[config.mk]
export PLATFORM = sky130hd
export DESIGN_NAME = pulse_train_gen
export DESIGN_NICKNAME = d
export VERILOG_FILES = /design/src/rtl/pulse_train_gen_pkg.sv /design/src/rtl/pulse_phase_timer.sv /design/src/rtl/pulse_train_gen.sv
export SDC_FILE = /design/constraint.sdc
export NUM_CORES = 1
export LEC_CHECK = 0
export CORE_MARGIN = 2
export CORE_UTILIZATION = 50
export CTS_CLUSTER_DIAMETER = 30
export DETAILED_ROUTE_END_ITERATION = 7
export PLACE_DENSITY = 0.81
export SLEW_MARGIN = 5
export SYNTH_ARGS = -nofsm -noshare
export SYNTH_HDL_FRONTEND = slang
export SYNTH_HIERARCHICAL = 1
export SYNTH_SLANG_ARGS = --single-unit
[constraint.sdc]
create_clock -name clk -period 1.9 [get_ports clk]
set_input_delay 0.38 -clock clk [delete_from_list [all_inputs] [get_ports clk]]
set_output_delay 0.38 -clock clk [all_outputs]
set_load 0.02 [all_outputs]
[src/rtl/pulse_train_gen_pkg.sv]
// Shared types and elaboration helpers for the pulse train generator.
// No logic; state encoding, timer sizing and parameter legality check.
// Imported by the top module.
package pulse_train_gen_pkg;

  typedef enum logic [1:0] {
    ST_IDLE = 2'd0,
    ST_HIGH = 2'd1,
    ST_LOW  = 2'd2,
    ST_FIN  = 2'd3
  } state_t;

  // Ceiling log2; clog2(1) = 0.
  function automatic int clog2(input int value);
    int r;
    int v;
    r = 0;
    v = value - 1;
    while (v > 0) begin
      r++;
      v = v >> 1;
    end
    return r;
  endfunction

  // Phase timer width: enough to hold max(HIGH_CYC, LOW_CYC)-1 with one bit of margin.
  function automatic int timer_w(input int high_cyc, input int low_cyc);
    return clog2((high_cyc > low_cyc) ? high_cyc : low_cyc) + 1;
  endfunction

  // Both phases must last at least one clock.
  function automatic bit params_ok(input int high_cyc, input int low_cyc);
    return (high_cyc >= 1) && (low_cyc >= 1);
  endfunction

endpackage

[src/rtl/pulse_phase_timer.sv]
// Loadable down-counter timing the HIGH and LOW phases of each pulse.
// Latency: load takes effect at the next edge; expired is a registered-count compare.
// No backpressure; counts down to 0 and holds there until reloaded.
module pulse_phase_timer #(
  parameter int TW = 1
) (
  input  logic          clk,
  input  logic          kill,
  input  logic          load,
  input  logic [TW-1:0] load_val,
  output logic          expired
);

  logic [TW-1:0] cnt_q;
  logic [TW-1:0] cnt_d;

  // Next count: reload on request, otherwise decrement and saturate at zero.
  always_comb begin
    cnt_d = cnt_q;
    if (load) begin
      cnt_d = load_val;
    end else if (cnt_q != '0) begin
      cnt_d = cnt_q - 1'b1;
    end
  end

  // Count register, cleared asynchronously by kill.
  always_ff @(posedge clk or posedge kill) begin
    if (kill) begin
      cnt_q <= '0;
    end else begin
      cnt_q <= cnt_d;
    end
  end

  assign expired = (cnt_q == '0);

endmodule

[src/rtl/pulse_train_gen.sv]
// Emits a train of num rectangular pulses (HIGH_CYC high, LOW_CYC low each) on request.
// Latency: pulse rises at the accepting edge; done at N*(HIGH_CYC+LOW_CYC) edges later.
// No backpressure; start is only sampled in IDLE, ignored while a train runs.
module pulse_train_gen
  import pulse_train_gen_pkg::*;
#(
  parameter int CNT_W    = 4,
  parameter int HIGH_CYC = 1,
  parameter int LOW_CYC  = 1
) (
  input  logic             clk,
  input  logic             kill,
  input  logic             start,
  input  logic [CNT_W-1:0] num,
  output logic             pulse,
  output logic             busy,
  output logic             done,
  output logic [CNT_W-1:0] sent
);

  localparam int TW = timer_w(HIGH_CYC, LOW_CYC);
  localparam logic [TW-1:0] HIGH_LD = TW'(HIGH_CYC - 1);
  localparam logic [TW-1:0] LOW_LD  = TW'(LOW_CYC - 1);

  generate
    if (!params_ok(HIGH_CYC, LOW_CYC)) begin : g_bad_params
      $error("pulse_train_gen: HIGH_CYC and LOW_CYC must both be >= 1");
    end
  endgenerate

  state_t           state_q, state_d;
  logic [CNT_W-1:0] num_q, num_d;
  logic [CNT_W-1:0] sent_q, sent_d;
  logic             pulse_q, pulse_d;
  logic             busy_q, busy_d;
  logic             done_q, done_d;
  logic             tmr_load;
  logic [TW-1:0]    tmr_val;
  logic             tmr_expired;

  pulse_phase_timer #(
    .TW(TW)
  ) u_phase_timer (
    .clk      (clk),
    .kill     (kill),
    .load     (tmr_load),
    .load_val (tmr_val),
    .expired  (tmr_expired)
  );

  // Next-state and next-output logic; outputs are computed one edge ahead so they leave as flops.
  always_comb begin
    state_d  = state_q;
    num_d    = num_q;
    sent_d   = sent_q;
    pulse_d  = pulse_q;
    busy_d   = busy_q;
    done_d   = 1'b0;
    tmr_load = 1'b0;
    tmr_val  = HIGH_LD;
    case (state_q)
      ST_IDLE: begin
        if (start) begin
          num_d    = num;
          sent_d   = '0;
          tmr_load = 1'b1;
          tmr_val  = HIGH_LD;
          if (num != '0) begin
            state_d = ST_HIGH;
            pulse_d = 1'b1;
            busy_d  = 1'b1;
          end else begin
            // Empty request still completes with a done strobe.
            state_d = ST_FIN;
            done_d  = 1'b1;
          end
        end
      end
      ST_HIGH: begin
        if (tmr_expired) begin
          state_d  = ST_LOW;
          pulse_d  = 1'b0;
          sent_d   = sent_q + 1'b1;
          tmr_load = 1'b1;
          tmr_val  = LOW_LD;
        end
      end
      ST_LOW: begin
        // Trailing low gap is always completed before finishing.
        if (tmr_expired) begin
          if (sent_q != num_q) begin
            state_d  = ST_HIGH;
            pulse_d  = 1'b1;
            tmr_load = 1'b1;
            tmr_val  = HIGH_LD;
          end else begin
            state_d = ST_FIN;
            busy_d  = 1'b0;
            done_d  = 1'b1;
          end
        end
      end
      ST_FIN: begin
        state_d = ST_IDLE;
      end
      default: begin
        state_d = ST_IDLE;
      end
    endcase
  end

  // State and output registers; kill aborts the train with no done.
  always_ff @(posedge clk or posedge kill) begin
    if (kill) begin
      state_q <= ST_IDLE;
      num_q   <= '0;
      sent_q  <= '0;
      pulse_q <= 1'b0;
      busy_q  <= 1'b0;
      done_q  <= 1'b0;
    end else begin
      state_q <= state_d;
      num_q   <= num_d;
      sent_q  <= sent_d;
      pulse_q <= pulse_d;
      busy_q  <= busy_d;
      done_q  <= done_d;
    end
  end

  assign pulse = pulse_q;
  assign busy  = busy_q;
  assign done  = done_q;
  assign sent  = sent_q;

endmodule

==> results of run 1 <==
cell usage after synthesis (2+ instances only):
master | number | area share [%]
nand2_1 | 6 | 2.9
dfrtp_1 | 14 | 45
clkbuf_1 | 2 | 0.97
nor2_1 | 3 | 1.5
inv_1 | 6 | 2.9
nand2b_1 | 3 | 2.4
mux2_2 | 4 | 5.8
a22o_1 | 2 | 2.3
a21oi_1 | 2 | 1.3
nand4_1 | 2 | 1.6
a21boi_0 | 2 | 1.9
mux2i_1 | 3 | 3.9
xnor2_1 | 4 | 4.5
o21ai_0 | 4 | 2.6
a211oi_1 | 2 | 1.9
o22ai_1 | 2 | 1.6
state kept, by name, indices dropped and copies added (netlist names):
name,count
done,1
u_phase_timer/cnt_q,1
busy,1
sent,4
state_q,2
pulse,1
num_q,4
final cells by class:
class / instances / area, sq um / share of cell area (%)
inverters: 6 / 22.5 / 2.37
multi-input cells: 53 / 388 / 40.9
flip-flops and latches: 14 / 350 / 36.9
well taps: 16 / 20.0 / 2.11
clock buffers: 3 / 22.5 / 2.37
repair buffers: 15 / 145 / 15.3
routing by layer:
| layer | share of wire (%) | wire length, microns |
|---|---|---|
| met5 | 0 | 0 |
| met4 | 1.5 | 23 |
| met3 | 4.9 | 75 |
| met2 | 46 | 716 |
| met1 | 47 | 725 |
stage by stage:
stage          util [%]  cells  setup slack (ns)
6_report           64.5    107             0.102
5_1_grt            64.5    107            0.0544
4_1_cts            64.5    107            0.0994
3_5_place_dp       62.9    104            0.0854
3_3_place_gp       62.9    104             0.110
2_1_floorplan         -     76             0.584
power by group through the flow:
| stage | clock (uW) | sequential [uW] | combinational (uW) |
|---|---|---|---|
| CTS | 170 | 606 | 758 |
| global route | 181 | 637 | 827 |
| finish | 170 | 613 | 757 |
| detailed placement | 0 | 612 | 749 |
| floorplan | 0 | 607 | 516 |
| global placement | 0 | 604 | 731 |
worst paths after layout:
kind / from / endpoint / slack, ns / depth (start not counted)
worst max-delay path: sent[0]$_DFFE_PP0P_ / sent[0] / 0.10 / 1
worst min-delay path: kill / u_phase_timer/cnt_q$_DFF_PP0_ / 0.25 / 2
worst max register to register: state_q[1]$_DFFE_PP0P_ / num_q[1]$_DFFE_PP0P_ / 0.41 / 2
worst min register to register: num_q[0]$_DFFE_PP0P_ / num_q[0]$_DFFE_PP0P_ / 0.54 / 1
max in group asynchronous: kill / num_q[1]$_DFFE_PP0P_ / 1.12 / 2
min in group clk: num_q[0]$_DFFE_PP0P_ / num_q[0]$_DFFE_PP0P_ / 0.54 / 1
cell families after synthesis:
family / count (synthesis)
other: 1
flip-flops: 14
buffers and inverters: 9
adder cells (fa/ha/maj): 1
AO/OA/AOI/OAI: 18
AND/OR/NAND/NOR: 22
multiplexers: 7
XOR/XNOR: 4
==> reports/qor.yml, run 1 <==
hold_path_class: "input port to async pin"
finalWirelength_microns: 1540
mostFrequentLayoutCells: "14 x dfrtp_1, 13 x clkdlybuf4s50_1, 6 x inv_1, 6 x nand2_1"
synth-seq-cells: 14
cts_inserted_buffers: 3
cts_buffer_depth: 2
ant_nets: 0
antenna_cells: 0
irDropWorstVdd_mv: 0.814
met3_usage_pct: 2.55
top_usage_layer: "met2"
n_fill_cell: 119
ctsResizeCount: 0
yosys.area_share.simple_pct: 17.2
gr-total-overflow: 0
powerDensity_nw_per_um2: 1620
ys_async_sr_fraction_pct: 100
grt_antenna_before_repair: 0
die_h_microns: 43.3
yosys_warnings: 6
clk_latency_ns: 0.28
yosys.area_share.adder_pct: 1.62
synth.area.mux_share_pct: 9.71
syn_to_final_growth_pct: 22.7
drtPass1Iterations: 4
routed_via_density: 5.90
numPortBuffers: 13
fin_area_sq_um: 948
crit_fanout: 6
synth_area_sq_um: 773
synth_top_family_by_area: "simple AND/OR/NAND/NOR gates"
netSwitchingFraction_pct: 41.8
htree_num_levels: 1
seq_power_share_pct: 39.8
grt_pass1_vias: 544
p_leak_uw: 0.000407
post-route-period-util_pct: 94.7
fmax_mhz: 556
synth-xor-area-share_pct: 4.53
drt_first_iter_violations: 16
die_area_sq_um: 1880
comb_power_share_pct: 49.2
layout_commonest_cell: "dfrtp_1"
clk_pin_slew_worst_paths_ns: 0.08
hold_viol: 0
drc: 0
cp_cell_sequence: "clkdlybuf4s50_1"
synth_cell_types: 31
setup_viol: 0
path_buf_inv: 1
crit_family: "buffers and inverters"
critPathMaxStageDelay_ns: 0.65
cts_setup_buffers: 0
clkSinkCount: 14
grt_max_degree: 14
pwr-share-clk_pct: 11.0
endpoint_kind: "output port"
crit_arrival_ns: 1.42
post_drt_wl_per_cell_microns: 14.4
p_sw_uw: 643
syn_inst: 76
avgSynthCellArea_sq_um: 10.2
dp_hpwl_microns: 1110
status: "complete, no violations"
crit_type: "flip-flop to output port"
die_x_microns: 43.3
track_usage_pct: 18.3
grt_use_met2_pct: 27.2
tns_ns: 0
grt_pass1_wl_microns: 2470
cts_tree: "done"
worstSetupStartpointType: "flip-flop"
cp.required_ns: 1.52
dpl-instance-area_sq_um: 926
core_sq_um: 1470
rsz0062_at_grt: "false"
ioPinCount: 14
cts_hold_buf: 0
root_buffer: "clkbuf_4"
vias: 631
rows: 14
drive_gt1_share_pct: 13.2
use_met1_pct: 26.3
clock_skew_ns: 0.00435
synth_edf_count: 0
power_uw: 1540
slowest_stage: "clkdlybuf4s50_1"
maxCapViolations: 0
min_period_ns: 1.80
p_int_uw: 897
slew_headroom_pct: 66.4
syn_nets: 84
synth_ff_type: "dfrtp_1"
start_util_pct: 52.6
synth-seq-area-share_pct: 45.3
tightest_slew_ns: 0.503
gp_congestion: 0.798
finalMaxSlewViolations: 0
synth_compound_area_share_pct: 16.7
holdWs_ns: 0.245
nNetsFinal: 101
(Power assumes the default switching activity.)
==> run 2: changes to the inputs <==
CELL_PAD_IN_SITES_DETAIL_PLACEMENT = 1   (was unset)
CELL_PAD_IN_SITES_GLOBAL_PLACEMENT = 1   (was unset)
CORE_UTILIZATION = 35   (was 50)
PLACE_DENSITY = 0.77   (was 0.81)
clock period = 1.4 ns   (was 1.9 ns; I/O delays follow)
==> run 2 against run 1 <==
Compared with the run above:
- clock power grew 32%
- critical path depth increased by 3
- highest routed layer unchanged
- critical endpoint is now pulse$_DFFE_PP0P_
- global-route usage down 1.2 points
- routed wire length rose by 24%
- die area is 39% higher
- via count grew 4.0%
- flip-flop and latch count did not move
- worst hold slack lost 0.089 ns
- register-to-register slack got worse by 0.26 ns
- combinational power increased by 69%
- cell count rose by 23%
- clock skew is 0.0020 ns lower
==> reports/qor.yml, run 2 (synthesized netlist as in run 1, its figures left out) <==
status: "complete, no violations"  # unchanged
grt_pass1_wl_microns: 3240  # was 2470 microns
fmax_mhz: 739
grt_max_degree: 14  # unchanged
vias: 656  # was 631
nNetsFinal: 114  # was 101
rsz0062_at_grt: "false"  # unchanged
antenna_cells: 0  # unchanged
syn_to_final_growth_pct: 36.7  # was 22.7%
endpoint_kind: "flip-flop"  # was output port
crit_type: "input port to flip-flop"  # was flip-flop to output port
ioPinCount: 14  # unchanged
drt_first_iter_violations: 3  # was 16
crit_start: "num[1]"  # was sent[0]$_DFFE_PP0P_
drtPass1Iterations: 2  # was 4
gr-total-overflow: 0  # unchanged
cp.required_ns: 1.56  # was 1.52 ns
finalMaxSlewViolations: 0  # unchanged
grt_antenna_before_repair: 0  # unchanged
dp_hpwl_microns: 1520  # was 1110 microns
htree_num_levels: 1  # unchanged
track_usage_pct: 17.2  # was 18.3%
slowest_stage: "or4_4"  # was clkdlybuf4s50_1
cts_buffer_depth: 2  # unchanged
crit_arrival_ns: 1.51  # was 1.42 ns
final-instance-count-excl-fill: 132  # was 107
gp_congestion: 0.820  # was 0.798
hold_viol: 0  # unchanged
drc: 0  # unchanged
dp_cells: 129  # was 104
rr_worst_depth: 4  # was 2
irDropWorstVdd_mv: 0.939  # was 0.814 mV
power_uw: 2220  # was 1540 uW
die_x_microns: 51  # was 43.3 microns
min_period_ns: 1.35
start_util_pct: 36.0  # was 52.6%
mostFrequentLayoutCells: "15 x buf_4, 14 x dfrtp_1, 8 x dlygate4sd2_1, 6 x nand2_1, 5 x inv_1"  # was 14 x dfrtp_1, 13 x clkdlybuf4s50_1, 6 x inv_1, 6 x nand2_1
die_h_microns: 51  # was 43.3 microns
hold_path_class: "input port to async pin"  # unchanged
worstSetupStartpointType: "input port"  # was flip-flop
clock_skew_ns: 0.00233  # was 0.00435 ns
cp_cell_sequence: "clkdlybuf4s50_1, or4_4, a221oi_2, a211oi_1"  # was clkdlybuf4s50_1
setup_viol: 0  # unchanged
root_buffer: "clkbuf_4"  # unchanged
powerDensity_nw_per_um2: 2100  # was 1620 nW/um^2
clk_latency_ns: 0.27  # was 0.28 ns
rows: 17  # was 14
cts_setup_buffers: 0  # unchanged
drive_gt1_share_pct: 25.0  # was 13.2%
crit_fanout: 2  # was 6
layout_commonest_cell: "buf_4"  # was dfrtp_1
p_leak_uw: 0.000499  # was 0.000407 uW
post-route-period-util_pct: 96.7
maxCapViolations: 0  # unchanged
rr_endpoint: "state_q[1]$_DFFE_PP0P_"  # was num_q[1]$_DFFE_PP0P_
finalWirelength_microns: 1910  # was 1540 microns
clkSinkCount: 14  # unchanged
cts_tree: "done"  # unchanged
critPathCapture: "pulse$_DFFE_PP0P_"  # was sent[0]
critPathMaxStageDelay_ns: 0.51  # was 0.65 ns
numPortBuffers: 13  # unchanged
ant_nets: 0  # unchanged
grt_pass1_vias: 705  # was 544
rrSetupSlack_ns: 0.15  # was 0.41 ns
rr_startpoint: "u_phase_timer/cnt_q$_DFF_PP0_"  # was state_q[1]$_DFFE_PP0P_
routed_via_density: 4.97  # was 5.90
die_area_sq_um: 2600  # was 1880 sq um
core_sq_um: 2150  # was 1470 sq um
cts_inserted_buffers: 3  # unchanged
clk_pin_slew_worst_paths_ns: 0.08  # about the same
post_drt_wl_per_cell_microns: 14.5  # was 14.4 microns
-- run 2: per-layer routing --
layer | vias to the layer above | wire, microns | track usage [%]
met3 | 2 | 39 | 2.63
met1 | 317 | 818 | 18.8
li1 | 328 | - | -
met2 | 9 | 1020 | 31.8
met5 | - | 0 | 0
met4 | 0 | 27 | 8.56
-- run 2: where the power goes --
part           leakage (uW)  internal [uW]  switching [uW]  total [uW]
combinational      0.000313            625             659        1280
sequential         0.000172            584             132         716
clock             0.0000138           99.6             124         224
-- run 2: stage by stage --
step                      area (sq um)  setup TNS, ns  hold slack [ns]  setup WS (ns)  util [%]
after detailed placement          1040          -1.59            0.453         -0.342      48.3
after global placement            1040          -1.42            0.449         -0.309      48.3
after floorplan                    773              0          0.00871          0.150         -
final                             1060              0            0.157         0.0467      49.2
after CTS                         1050              0            0.152         0.0170      48.9
after global routing              1060              0            0.182        0.00441      49.2
-- run 2: worst min path at each step --
stage	to	slack [ns]	cells past startpoint
final	u_phase_timer/cnt_q$_DFF_PP0_	0.16	2
after global placement	u_phase_timer/cnt_q$_DFF_PP0_	0.45	2
after detailed placement	u_phase_timer/cnt_q$_DFF_PP0_	0.45	2
after floorplan	u_phase_timer/cnt_q$_DFF_PP0_	0.009	1
after CTS	u_phase_timer/cnt_q$_DFF_PP0_	0.15	2
after global routing	u_phase_timer/cnt_q$_DFF_PP0_	0.18	2
-- run 2: critical path, delay by kind of cell --
family | cells | cell delay, ns
compound gates | 2 | 0.29
buf+inv | 1 | 0.44
simple gates | 1 | 0.51
-- run 2: what timing repair did --
action | CTS | global route
endpoints found under the setup margin | 8 | 1
hold buffers | 0 | 0
gates resized for setup | 8 | 2
pin swaps | 0 | 2
-- run 2: cell type report --
cell class	count	area [sq um]
Fill cell	256	1090
Multi-Input combinational cell	53	388
Sequential cell	14	350
Timing Repair Buffer	28	235
Tap cell	28	35.0
Inverter	6	26.3
Clock buffer	3	22.5
